[src/rtl/caliptra_fpga_sync_axil_initiator_if.sv]
// AXI4-Lite bus (32-bit address, 64-bit data) between the sync initiator and its slave.
interface caliptra_fpga_sync_axil_initiator_if;
    logic        awvalid;
    logic [31:0] awaddr;
    logic [2:0]  awprot;
    logic        awready;
    logic        wvalid;
    logic [63:0] wdata;
    logic [7:0]  wstrb;
    logic        wready;
    logic        bvalid;
    logic [1:0]  bresp;
    logic        bready;
    logic        arvalid;
    logic [31:0] araddr;
    logic [2:0]  arprot;
    logic        arready;
    logic        rvalid;
    logic [63:0] rdata;
    logic [1:0]  rresp;
    logic        rready;

    modport master (
        output awvalid, awaddr, awprot, input awready,
        output wvalid, wdata, wstrb, input wready,
        input bvalid, bresp, output bready,
        output arvalid, araddr, arprot, input arready,
        input rvalid, rdata, rresp, output rready
    );

    modport slave (
        input awvalid, awaddr, awprot, output awready,
        input wvalid, wdata, wstrb, output wready,
        output bvalid, bresp, input bready,
        input arvalid, araddr, arprot, output arready,
        output rvalid, rdata, rresp, input rready
    );
endinterface

[src/rtl/caliptra_fpga_sync_axil_initiator.sv]
// Turns a command/response stream into single AXI4-Lite transactions, one outstanding,
// reporting the response code and a saturating issue-to-response latency.
module caliptra_fpga_sync_axil_initiator #(
    parameter logic [2:0]  PROT  = 3'b000,
    parameter int unsigned LAT_W = 16
) (
    input  logic                 aclk,
    input  logic                 rst,
    input  logic                 cmd_valid,
    output logic                 cmd_ready,
    input  logic                 cmd_write,
    input  logic [31:0]          cmd_addr,
    input  logic [63:0]          cmd_wdata,
    input  logic [7:0]           cmd_wstrb,
    output logic                 rsp_valid,
    input  logic                 rsp_ready,
    output logic                 rsp_write,
    output logic [63:0]          rsp_rdata,
    output logic [1:0]           rsp_resp,
    output logic [LAT_W-1:0]     rsp_latency,
    caliptra_fpga_sync_axil_initiator_if.master axi
);

    typedef enum logic [2:0] {
        StIdle, StWrIssue, StWrResp, StRdIssue, StRdData, StRsp
    } state_e;

    state_e            state_q, state_d;
    logic              cmd_ready_q, cmd_ready_d;
    logic              awvalid_q, awvalid_d, wvalid_q, wvalid_d, bready_q, bready_d;
    logic              arvalid_q, arvalid_d, rready_q, rready_d;
    logic              aw_done_q, aw_done_d, w_done_q, w_done_d;
    logic [31:0]       addr_q, addr_d;
    logic [63:0]       wdata_q, wdata_d;
    logic [7:0]        wstrb_q, wstrb_d;
    logic [2:0]        prot_q, prot_d;
    logic              rsp_valid_q, rsp_valid_d, rsp_write_q, rsp_write_d;
    logic [63:0]       rsp_rdata_q, rsp_rdata_d;
    logic [1:0]        rsp_resp_q, rsp_resp_d;
    logic [LAT_W-1:0]  lat_q, lat_d;

    always_comb begin
        state_d     = state_q;
        cmd_ready_d = cmd_ready_q;
        awvalid_d   = awvalid_q;
        wvalid_d    = wvalid_q;
        bready_d    = bready_q;
        arvalid_d   = arvalid_q;
        rready_d    = rready_q;
        aw_done_d   = aw_done_q;
        w_done_d    = w_done_q;
        addr_d      = addr_q;
        wdata_d     = wdata_q;
        wstrb_d     = wstrb_q;
        prot_d      = prot_q;
        rsp_valid_d = rsp_valid_q;
        rsp_write_d = rsp_write_q;
        rsp_rdata_d = rsp_rdata_q;
        rsp_resp_d  = rsp_resp_q;
        lat_d       = lat_q;

        // Latency counts every bus-wait cycle, handshake cycle included, and saturates.
        if ((state_q == StWrIssue || state_q == StWrResp ||
             state_q == StRdIssue || state_q == StRdData) && lat_q != {LAT_W{1'b1}}) begin
            lat_d = lat_q + LAT_W'(1);
        end

        unique case (state_q)
            StIdle: begin
                if (cmd_valid) begin
                    cmd_ready_d = 1'b0;
                    addr_d      = cmd_addr;
                    wdata_d     = cmd_wdata;
                    wstrb_d     = cmd_wstrb;
                    prot_d      = PROT;
                    lat_d       = '0;
                    aw_done_d   = 1'b0;
                    w_done_d    = 1'b0;
                    rsp_write_d = cmd_write;
                    rsp_rdata_d = '0;
                    rsp_resp_d  = 2'b00;
                    if (cmd_addr[2:0] != 3'b000) begin
                        rsp_resp_d  = 2'b10;
                        rsp_valid_d = 1'b1;
                        state_d     = StRsp;
                    end else if (cmd_write) begin
                        awvalid_d = 1'b1;
                        wvalid_d  = 1'b1;
                        state_d   = StWrIssue;
                    end else begin
                        arvalid_d = 1'b1;
                        state_d   = StRdIssue;
                    end
                end
            end
            StWrIssue: begin
                if (awvalid_q && axi.awready) begin
                    awvalid_d = 1'b0;
                    aw_done_d = 1'b1;
                end
                if (wvalid_q && axi.wready) begin
                    wvalid_d = 1'b0;
                    w_done_d = 1'b1;
                end
                // Move on only from the registered done flags; early bvalid is ignored here.
                if (aw_done_q && w_done_q) begin
                    bready_d = 1'b1;
                    state_d  = StWrResp;
                end
            end
            StWrResp: begin
                if (axi.bvalid && bready_q) begin
                    bready_d    = 1'b0;
                    rsp_resp_d  = axi.bresp;
                    rsp_valid_d = 1'b1;
                    state_d     = StRsp;
                end
            end
            StRdIssue: begin
                if (axi.arready) begin
                    arvalid_d = 1'b0;
                    rready_d  = 1'b1;
                    state_d   = StRdData;
                end
            end
            StRdData: begin
                if (axi.rvalid && rready_q) begin
                    rready_d    = 1'b0;
                    rsp_rdata_d = axi.rdata;
                    rsp_resp_d  = axi.rresp;
                    rsp_valid_d = 1'b1;
                    state_d     = StRsp;
                end
            end
            StRsp: begin
                if (rsp_ready) begin
                    rsp_valid_d = 1'b0;
                    cmd_ready_d = 1'b1;
                    state_d     = StIdle;
                end
            end
            default: state_d = StIdle;
        endcase
    end

    always_ff @(posedge aclk) begin
        if (rst) begin
            state_q     <= StIdle;
            cmd_ready_q <= 1'b1;
            awvalid_q   <= 1'b0;
            wvalid_q    <= 1'b0;
            bready_q    <= 1'b0;
            arvalid_q   <= 1'b0;
            rready_q    <= 1'b0;
            aw_done_q   <= 1'b0;
            w_done_q    <= 1'b0;
            addr_q      <= '0;
            wdata_q     <= '0;
            wstrb_q     <= '0;
            prot_q      <= '0;
            rsp_valid_q <= 1'b0;
            rsp_write_q <= 1'b0;
            rsp_rdata_q <= '0;
            rsp_resp_q  <= '0;
            lat_q       <= '0;
        end else begin
            state_q     <= state_d;
            cmd_ready_q <= cmd_ready_d;
            awvalid_q   <= awvalid_d;
            wvalid_q    <= wvalid_d;
            bready_q    <= bready_d;
            arvalid_q   <= arvalid_d;
            rready_q    <= rready_d;
            aw_done_q   <= aw_done_d;
            w_done_q    <= w_done_d;
            addr_q      <= addr_d;
            wdata_q     <= wdata_d;
            wstrb_q     <= wstrb_d;
            prot_q      <= prot_d;
            rsp_valid_q <= rsp_valid_d;
            rsp_write_q <= rsp_write_d;
            rsp_rdata_q <= rsp_rdata_d;
            rsp_resp_q  <= rsp_resp_d;
            lat_q       <= lat_d;
        end
    end

    assign cmd_ready   = cmd_ready_q;
    assign rsp_valid   = rsp_valid_q;
    assign rsp_write   = rsp_write_q;
    assign rsp_rdata   = rsp_rdata_q;
    assign rsp_resp    = rsp_resp_q;
    assign rsp_latency = lat_q;

    assign axi.awvalid = awvalid_q;
    assign axi.awaddr  = addr_q;
    assign axi.awprot  = prot_q;
    assign axi.wvalid  = wvalid_q;
    assign axi.wdata   = wdata_q;
    assign axi.wstrb   = wstrb_q;
    assign axi.bready  = bready_q;
    assign axi.arvalid = arvalid_q;
    assign axi.araddr  = addr_q;
    assign axi.arprot  = prot_q;
    assign axi.rready  = rready_q;

endmodule

[src/flat_wrapper.sv]
// flat-port wrapper written by rule: the top's interface ports become plain ports
module caliptra_fpga_sync_axil_initiator_flat 
#(
    parameter logic [2:0]  PROT  = 3'b000,
    parameter int unsigned LAT_W = 16
)
  (aclk, rst, cmd_valid, cmd_ready, cmd_write, cmd_addr, cmd_wdata, cmd_wstrb, rsp_valid, rsp_ready, rsp_write, rsp_rdata, rsp_resp, rsp_latency, axi_awvalid, axi_awaddr, axi_awprot, axi_awready, axi_wvalid, axi_wdata, axi_wstrb, axi_wready, axi_bvalid, axi_bresp, axi_bready, axi_arvalid, axi_araddr, axi_arprot, axi_arready, axi_rvalid, axi_rdata, axi_rresp, axi_rready);
  caliptra_fpga_sync_axil_initiator_if axi_i ();
  input  logic aclk;
  input  logic rst;
  input  logic cmd_valid;
  output logic cmd_ready;
  input  logic cmd_write;
  input  logic [31:0] cmd_addr;
  input  logic [63:0] cmd_wdata;
  input  logic [7:0] cmd_wstrb;
  output logic rsp_valid;
  input  logic rsp_ready;
  output logic rsp_write;
  output logic [63:0] rsp_rdata;
  output logic [1:0] rsp_resp;
  output logic [LAT_W-1:0] rsp_latency;
  output wire logic [$bits(axi_i.awvalid)-1:0] axi_awvalid;
  output wire logic [$bits(axi_i.awaddr)-1:0] axi_awaddr;
  output wire logic [$bits(axi_i.awprot)-1:0] axi_awprot;
  input wire logic [$bits(axi_i.awready)-1:0] axi_awready;
  output wire logic [$bits(axi_i.wvalid)-1:0] axi_wvalid;
  output wire logic [$bits(axi_i.wdata)-1:0] axi_wdata;
  output wire logic [$bits(axi_i.wstrb)-1:0] axi_wstrb;
  input wire logic [$bits(axi_i.wready)-1:0] axi_wready;
  input wire logic [$bits(axi_i.bvalid)-1:0] axi_bvalid;
  input wire logic [$bits(axi_i.bresp)-1:0] axi_bresp;
  output wire logic [$bits(axi_i.bready)-1:0] axi_bready;
  output wire logic [$bits(axi_i.arvalid)-1:0] axi_arvalid;
  output wire logic [$bits(axi_i.araddr)-1:0] axi_araddr;
  output wire logic [$bits(axi_i.arprot)-1:0] axi_arprot;
  input wire logic [$bits(axi_i.arready)-1:0] axi_arready;
  input wire logic [$bits(axi_i.rvalid)-1:0] axi_rvalid;
  input wire logic [$bits(axi_i.rdata)-1:0] axi_rdata;
  input wire logic [$bits(axi_i.rresp)-1:0] axi_rresp;
  output wire logic [$bits(axi_i.rready)-1:0] axi_rready;
  assign axi_awvalid = axi_i.awvalid;
  assign axi_awaddr = axi_i.awaddr;
  assign axi_awprot = axi_i.awprot;
  assign axi_i.awready = axi_awready;
  assign axi_wvalid = axi_i.wvalid;
  assign axi_wdata = axi_i.wdata;
  assign axi_wstrb = axi_i.wstrb;
  assign axi_i.wready = axi_wready;
  assign axi_i.bvalid = axi_bvalid;
  assign axi_i.bresp = axi_bresp;
  assign axi_bready = axi_i.bready;
  assign axi_arvalid = axi_i.arvalid;
  assign axi_araddr = axi_i.araddr;
  assign axi_arprot = axi_i.arprot;
  assign axi_i.arready = axi_arready;
  assign axi_i.rvalid = axi_rvalid;
  assign axi_i.rdata = axi_rdata;
  assign axi_i.rresp = axi_rresp;
  assign axi_rready = axi_i.rready;
  caliptra_fpga_sync_axil_initiator #(.PROT(PROT), .LAT_W(LAT_W)) u_core (.aclk(aclk), .rst(rst), .cmd_valid(cmd_valid), .cmd_ready(cmd_ready), .cmd_write(cmd_write), .cmd_addr(cmd_addr), .cmd_wdata(cmd_wdata), .cmd_wstrb(cmd_wstrb), .rsp_valid(rsp_valid), .rsp_ready(rsp_ready), .rsp_write(rsp_write), .rsp_rdata(rsp_rdata), .rsp_resp(rsp_resp), .rsp_latency(rsp_latency), .axi(axi_i));
endmodule
[config.mk]
export PLATFORM = sky130hd
export DESIGN_NAME = caliptra_fpga_sync_axil_initiator_flat
export DESIGN_NICKNAME = d
export VERILOG_FILES = /design/src/rtl/caliptra_fpga_sync_axil_initiator_if.sv /design/src/rtl/caliptra_fpga_sync_axil_initiator.sv /design/src/flat_wrapper.sv
export SDC_FILE = /design/constraint.sdc
export NUM_CORES = 1
export LEC_CHECK = 0
export CAP_MARGIN = 15
export CORE_AREA = 2 2 162 164
export CTS_CLUSTER_DIAMETER = 30
export DETAILED_ROUTE_END_ITERATION = 12
export DIE_AREA = 0 0 164 166
export PLACE_DENSITY = 0.65
export SETUP_SLACK_MARGIN = 0.5
export SLEW_MARGIN = 20
export SYNTH_ARGS = -nofsm -noshare
export SYNTH_HDL_FRONTEND = slang
export SYNTH_SLANG_ARGS = --single-unit
[constraint.sdc]
create_clock -name aclk -period 5.3 [get_ports aclk]
set_clock_uncertainty 0.05 [all_clocks]
set_input_delay 1.325 -clock aclk [delete_from_list [all_inputs] [get_ports aclk]]
set_output_delay 1.325 -clock aclk [all_outputs]
set_load 0.01 [all_outputs]
==> results_dict.tcl, run 1 <==
set metrics [dict create \
    status "complete, no violations" \
    area_delta_synth_final_pct 59.1 \
    slew_headroom_pct 37.6 \
    hold_viol_final 0 \
    h-tree-depth 4 \
    final_max_slew_viol_count 0 \
    vias 7951 \
    synth-edff-count 0 \
    rows 59 \
    overflow 0 \
    synth_simple_gate_area_share_pct 24.2 \
    max-cap-violations 0 \
    cp_max_fo 43 \
    die_h_um 166 \
    synthTopCellsByArea "dfxtp_1, nand2_1, a21oi_1" \
    numCtsBuffers 17 \
    die_x_um 164 \
    crit_type "input port to flip-flop" \
    rsz0062_at_grt "false" \
    clock.fmax_mhz 290 \
    postCtsSetupRepairBufs 0 \
    avgSynthCellArea_um2 7.92 \
    die_area_um2 27200 \
    grt_max_degree 92 \
    period_needed_ns 3.45 \
    ant_nets 0 \
    synthDistinctLibCells 43 \
    cp-start-kind "input port" \
    clock_sinks 199 \
    drt_iter0_drc 507 \
    drive_gt1_share_pct 3.47 \
    synth_seq_area_share_pct 51.2 \
    setup_viol 0 \
    numPortBuffers 407 \
    drt-vias-per-instance 4.79 \
    yosys_warnings 0 \
    gp_congestion 0.789 \
    fin_area_um2 12400 \
    tns_ns 0 \
    synth_xor_area_share_pct 0 \
    grt_pass1_wl_mm 39.7 \
    p_total_mw 5.10 \
    nNetsFinal 1495 \
    powerDensity_nw_per_um2 412 \
    first_pass_iters 7 \
    endpoint_kind "flip-flop" \
    post-dp-hpwl_mm 18.3 \
    syn_area_um2 7770 \
    synth_area_leader_cell "dfxtp_1" \
    synthMuxAreaShare_pct 0.515 \
    first_global_vias 7466 \
    root_buffer "clkbuf_16" \
    synth-async-reset-ratio_pct 0 \
    ys_seq_elements 199 \
    grt_antenna_before_repair 2 \
    cts_max_path_buffers 2 \
    ctsResizeCount 0 \
    synth_top_cell_area_share_pct 51.2 \
    fin_crit_sh_pct 65.1 \
    synth_flop_cell "dfxtp_1" \
    start_util_pct 30.3 \
    critPathRequiredTime_ns 5.59 \
    worst_pin_slew_ns 0.937 \
    dpl_cell_area_um2 11800 \
    io_pins 414 \
    worstPathArrival_ns 3.74 \
    synth_cells 981 \
    clk_pin_slew_worst_paths_ns 0.08 \
    hp-class "flip-flop to flip-flop" \
    core-area_um2 25600 \
    post_drt_wl_per_cell_um 15.7 \
    post-route-drc-count 0 \
    synthAdderAreaFrac_pct 0.161 \
    wirelength_mm 26.0 \
    vdd_drop_max_uv 223 \
    synth_top_family_by_area "simple AND/OR/NAND/NOR gates" \
    leakagePower_nw 4.24 \
    synth_compound_area_share_pct 15.7 \
    cts_tree "yes" \
    track_usage_pct 18.3 \
    cts_hold_buffers 0 \
    clkLatencyLatePin_ns 0.42 \
]
logic make-up after synthesis:
family,after synthesis
compound gates,227
fa+ha+maj,1
buf+inv,115
flops,199
mux,4
other cells,1
simple gates,434
cells in the mapped netlist, drive strengths merged, types with 4 or more instances:
library cell  number
a21oi            185
o21ai              8
or3                6
and3               6
or4                8
o31ai              9
nor3              11
mux2i              4
nor4               4
nor2b              4
nand2            296
buf               65
dfxtp            199
nor2              11
a31oi             10
inv                6
nand3             71
clkbuf            44
nand4              6
where the power goes:
part / internal [mW] / switching, mW / total [mW]
clock: 0.676 / 0.643 / 1.32
combinational: 0.844 / 1.01 / 1.85
sequential: 1.74 / 0.188 / 1.92
total: 3.26 / 1.84 / 5.10
stage by stage:
stage / utilization, % / setup WS [ns] / instances / hold slack, ns
after floorplan: - / 2.63 / 986 / 0.408
after global placement: 46.0 / 1.45 / 1628 / 0.387
after detailed placement: 46.0 / 1.41 / 1628 / 0.393
after CTS: 48.3 / 1.84 / 1660 / 0.403
after global routing: 48.3 / 1.65 / 1660 / 0.419
final: 48.3 / 1.85 / 1661 / 0.402
cell usage in the layout (no fill, tap or decap), types with 6 or more instances in the layout:
cell type / synthesis / final
clkbuf_16: 0 / 17
nand4_1: 6 / 6
nor3_1: 11 / 11
o31ai_1: 9 / 9
conb_1: 1 / 6
buf_4: 42 / 9
or4_1: 8 / 8
or3_1: 6 / 6
dfxtp_1: 199 / 199
nor2_1: 11 / 11
inv_1: 6 / 6
clkdlybuf4s50_1: 0 / 406
a21oi_1: 185 / 185
and3_1: 6 / 6
o21ai_0: 7 / 7
a31oi_1: 10 / 9
nand3_1: 71 / 71
nand2_1: 296 / 296
critical path, stage by stage:
cell and delay (ns):
clkdlybuf4s50_1 0.50, nor4b_2 0.25, buf_4 0.38, a31o_2 0.44, buf_4 0.48, nand3_1 0.13, a21oi_1 0.19
area by class of cell:
class / count / area (µm²)
clock buffers: 18 / 429
diodes: 1 / 2.50
well taps: 335 / 419
fillers: 2482 / 13200
flip-flops and latches: 199 / 3980
inverters: 6 / 22.5
clock inverters: 14 / 164
multi-input cells: 672 / 3210
repair buffers: 416 / 4140
registers in the layout (all words and copies together), names as in the netlist:
| signal | count |
|---|---|
| u_core.rsp_resp | 2 |
| u_core.axi.rready | 1 |
| u_core.rsp_latency | 16 |
| u_core.aw_done_q | 1 |
| u_core.axi.wstrb | 8 |
| u_core.axi.wvalid | 1 |
| u_core.axi.awvalid | 1 |
| u_core.cmd_ready | 1 |
| u_core.axi.araddr | 32 |
| u_core.state_q | 3 |
| u_core.rsp_valid | 1 |
| u_core.axi.arvalid | 1 |
| u_core.rsp_write | 1 |
| u_core.rsp_rdata | 64 |
| u_core.axi.wdata | 64 |
| u_core.axi.bready | 1 |
| u_core.w_done_q | 1 |
layer usage:
layer,up-vias,global-route usage [%],routed length (µm)
met4,2,4.92,401
met5,-,0,13
met2,315,31.1,12400
met1,3665,21.7,10700
li1,3943,-,-
met3,26,6.42,2490
final timing paths:
path | startpoint | endpoint | slack, ns | cells past startpoint
min | u_core.rsp_rdata[6] | u_core.rsp_rdata[6] | 0.40 | 2
max reg2reg | u_core.state_q[1] | u_core.rsp_rdata[47] | 2.58 | 6
min reg2reg | u_core.rsp_rdata[6] | u_core.rsp_rdata[6] | 0.40 | 2
max | cmd_valid | u_core.rsp_rdata[47] | 1.85 | 7
Power figures use the tool's default switching activity.
==> run 2, diff against run 1 <==
--- a/config.mk
+++ b/config.mk
@@ -10,7 +10,7 @@
 export CTS_CLUSTER_DIAMETER = 30
 export DETAILED_ROUTE_END_ITERATION = 12
 export DIE_AREA = 0 0 164 166
-export PLACE_DENSITY = 0.65
+export PLACE_DENSITY = 0.68
 export SETUP_SLACK_MARGIN = 0.5
 export SLEW_MARGIN = 20
 export SYNTH_ARGS = -nofsm -noshare
==> constraint.sdc (replaced) <==
create_clock -name aclk -period 3.13 [get_ports aclk]
set_clock_uncertainty 0.05 [all_clocks]
set_input_delay 0.7825 -clock aclk [delete_from_list [all_inputs] [get_ports aclk]]
set_output_delay 0.7825 -clock aclk [all_outputs]
set_load 0.01 [all_outputs]
==> run 2 against run 1 <==
Non-clock buffer count rose by 8. Critical endpoint is now u_core.rsp_rdata[62]. Flip-flop and latch count did not move. Total power rose by 72%. Sequential share of layout area fell by 0.34 points. Die area did not move.
==> results_dict.tcl, run 2 (synthesis gave the netlist of run 1 again) <==
set metrics [dict create \
    root_buffer "clkbuf_16" \
    nNetsFinal 1503 \
    worst_pin_slew_ns 0.755 \
    post-dp-hpwl_mm 18.8 \
    overflow 0 \
    cts_hold_buffers 0 \
    hp-class "flip-flop to flip-flop" \
    gp_congestion 0.849 \
    drt-vias-per-instance 4.80 \
    clock_sinks 199 \
    final_common_cell "clkdlybuf4s50_1" \
    max_stage_delay_ns 0.64 \
    die_area_um2 27200 \
    die_h_um 166 \
    wl_met2_mm 12.6 \
    dr_wl_met3_mm 2.51 \
    rows 59 \
    vdd_drop_max_uv 527 \
    power.internal_mw 5.59 \
    crit_type "input port to flip-flop" \
    max-cap-violations 0 \
    rr_startpoint "u_core.state_q[1]" \
    powerDensity_nw_per_um2 702 \
    post-route-drc-count 0 \
    numPortBuffers 407 \
    grt_antenna_before_repair 0 \
    p_sw_mw 3.18 \
    final_max_slew_viol_count 0 \
    drive_gt1_share_pct 4.05 \
    endpoint_kind "flip-flop" \
    cp_max_fo 64 \
    crit_chain "clkdlybuf4s50_1 > nor4b_2 > a31o_2 > buf_12 > nand3_1 > a21oi_1" \
    p_comb_share_pct 38.4 \
    cts_tree "yes" \
    die_x_um 164 \
    area_delta_synth_final_pct 60.8 \
    vias 7999 \
    hold_viol_final 0 \
    n_antenna_cell 0 \
    h-tree-depth 4 \
    dpl_cell_area_um2 11900 \
    numCtsBuffers 17 \
    clkLatencyLatePin_ns 0.42 \
    met1_length_mm 10.5 \
    power.share.clock_pct 24.8 \
    fin_crit_sh_pct 79.4 \
    final_cells 1667 \
    cts_max_path_buffers 2 \
    rsz0062_at_grt "false" \
    postCtsSetupRepairBufs 0 \
    wirelength_mm 26.2 \
    switching_share_pct 36.3 \
    worstPathArrival_ns 2.79 \
    slew_headroom_pct 49.6 \
    fin_area_um2 12500 \
    core-area_um2 25600 \
    tns_ns 0 \
    period_needed_ns 2.49 \
    leakagePower_nw 4.29 \
    p_seq_share_pct 36.8 \
    grt_pass1_wl_mm 40.9 \
    grt_max_degree 87 \
    cpMaxStageDelayCell "nor4b_2" \
    track_usage_pct 18.8 \
    drt_iter0_drc 400 \
    first_pass_iters 5 \
    start_util_pct 30.3 \
    clk_pin_slew_worst_paths_ns 0.07 \
    critPathRequiredTime_ns 3.43 \
    dp_cells 1636 \
    final_cell_mix "clkdlybuf4s50_1, nand2_1, dfxtp_1, a21oi_1, nand3_1" \
    first_global_vias 7689 \
    status "complete, no violations" \
    setup_viol 0 \
    cp-start-kind "input port" \
    min_from "u_core.rsp_rdata[46]" \
    ctsResizeCount 0 \
    ant_nets 0 \
    top_layer_used "met4" \
    fin_util_pct 48.8 \
    cp-startpoint "cmd_valid" \
    post_drt_wl_per_cell_um 15.7 \
    io_pins 414 \
    clock.fmax_mhz 402 \
]
==> run 2: power by group through the flow <==
| stage | sequential, mW | clock [mW] | combinational (mW) |
|---|---|---|---|
| floorplan | 3.39 | 0 | 1.66 |
| global placement | 3.27 | 0 | 3.38 |
| detailed placement | 3.28 | 0 | 3.41 |
| CTS | 3.23 | 2.25 | 3.42 |
| global route | 3.28 | 2.36 | 3.68 |
| finish | 3.23 | 2.18 | 3.37 |
==> run 2: area by class of cell <==
class | count | area [µm²]
timing repair buffer | 424 | 4290
multi-input combinational | 672 | 3210
clock buffer | 18 | 439
inverter | 6 | 22.5
clock inverter | 13 | 139
sequential | 199 | 3980
fill | 2455 | 13100
tap | 335 | 419
==> run 2: stage by stage <==
stage	hold slack (ns)	worst slack [ns]	power, mW
floorplan	0.408	1.00	5.05
global placement	0.387	0.328	6.65
detailed placement	0.394	0.247	6.69
CTS	0.402	0.690	8.90
global route	0.421	0.541	9.32
finish	0.400	0.645	8.77
==> run 2: path summary, 6_finish.rpt <==
path / endpoint / slack (ns) / cells after the start
worst min-delay path: u_core.rsp_rdata[46] / 0.40 / 2
worst max register to register: u_core.rsp_rdata[62] / 0.87 / 5
worst max-delay path: u_core.rsp_rdata[62] / 0.64 / 6
worst min register to register: u_core.rsp_rdata[46] / 0.40 / 2
==> run 2: layer usage <==
metal  up-vias  GRT usage, %
met2       345          31.7
met3        37          7.07
met5         -             0
li1       3951             -
met4         0          5.38
met1      3666          22.1
==> run 2: worst max-delay path, delay by kind of cell <==
family	cells	cell delay, ns
simple gates	2	0.78
buf+inv	2	0.76
compound gates	2	0.40
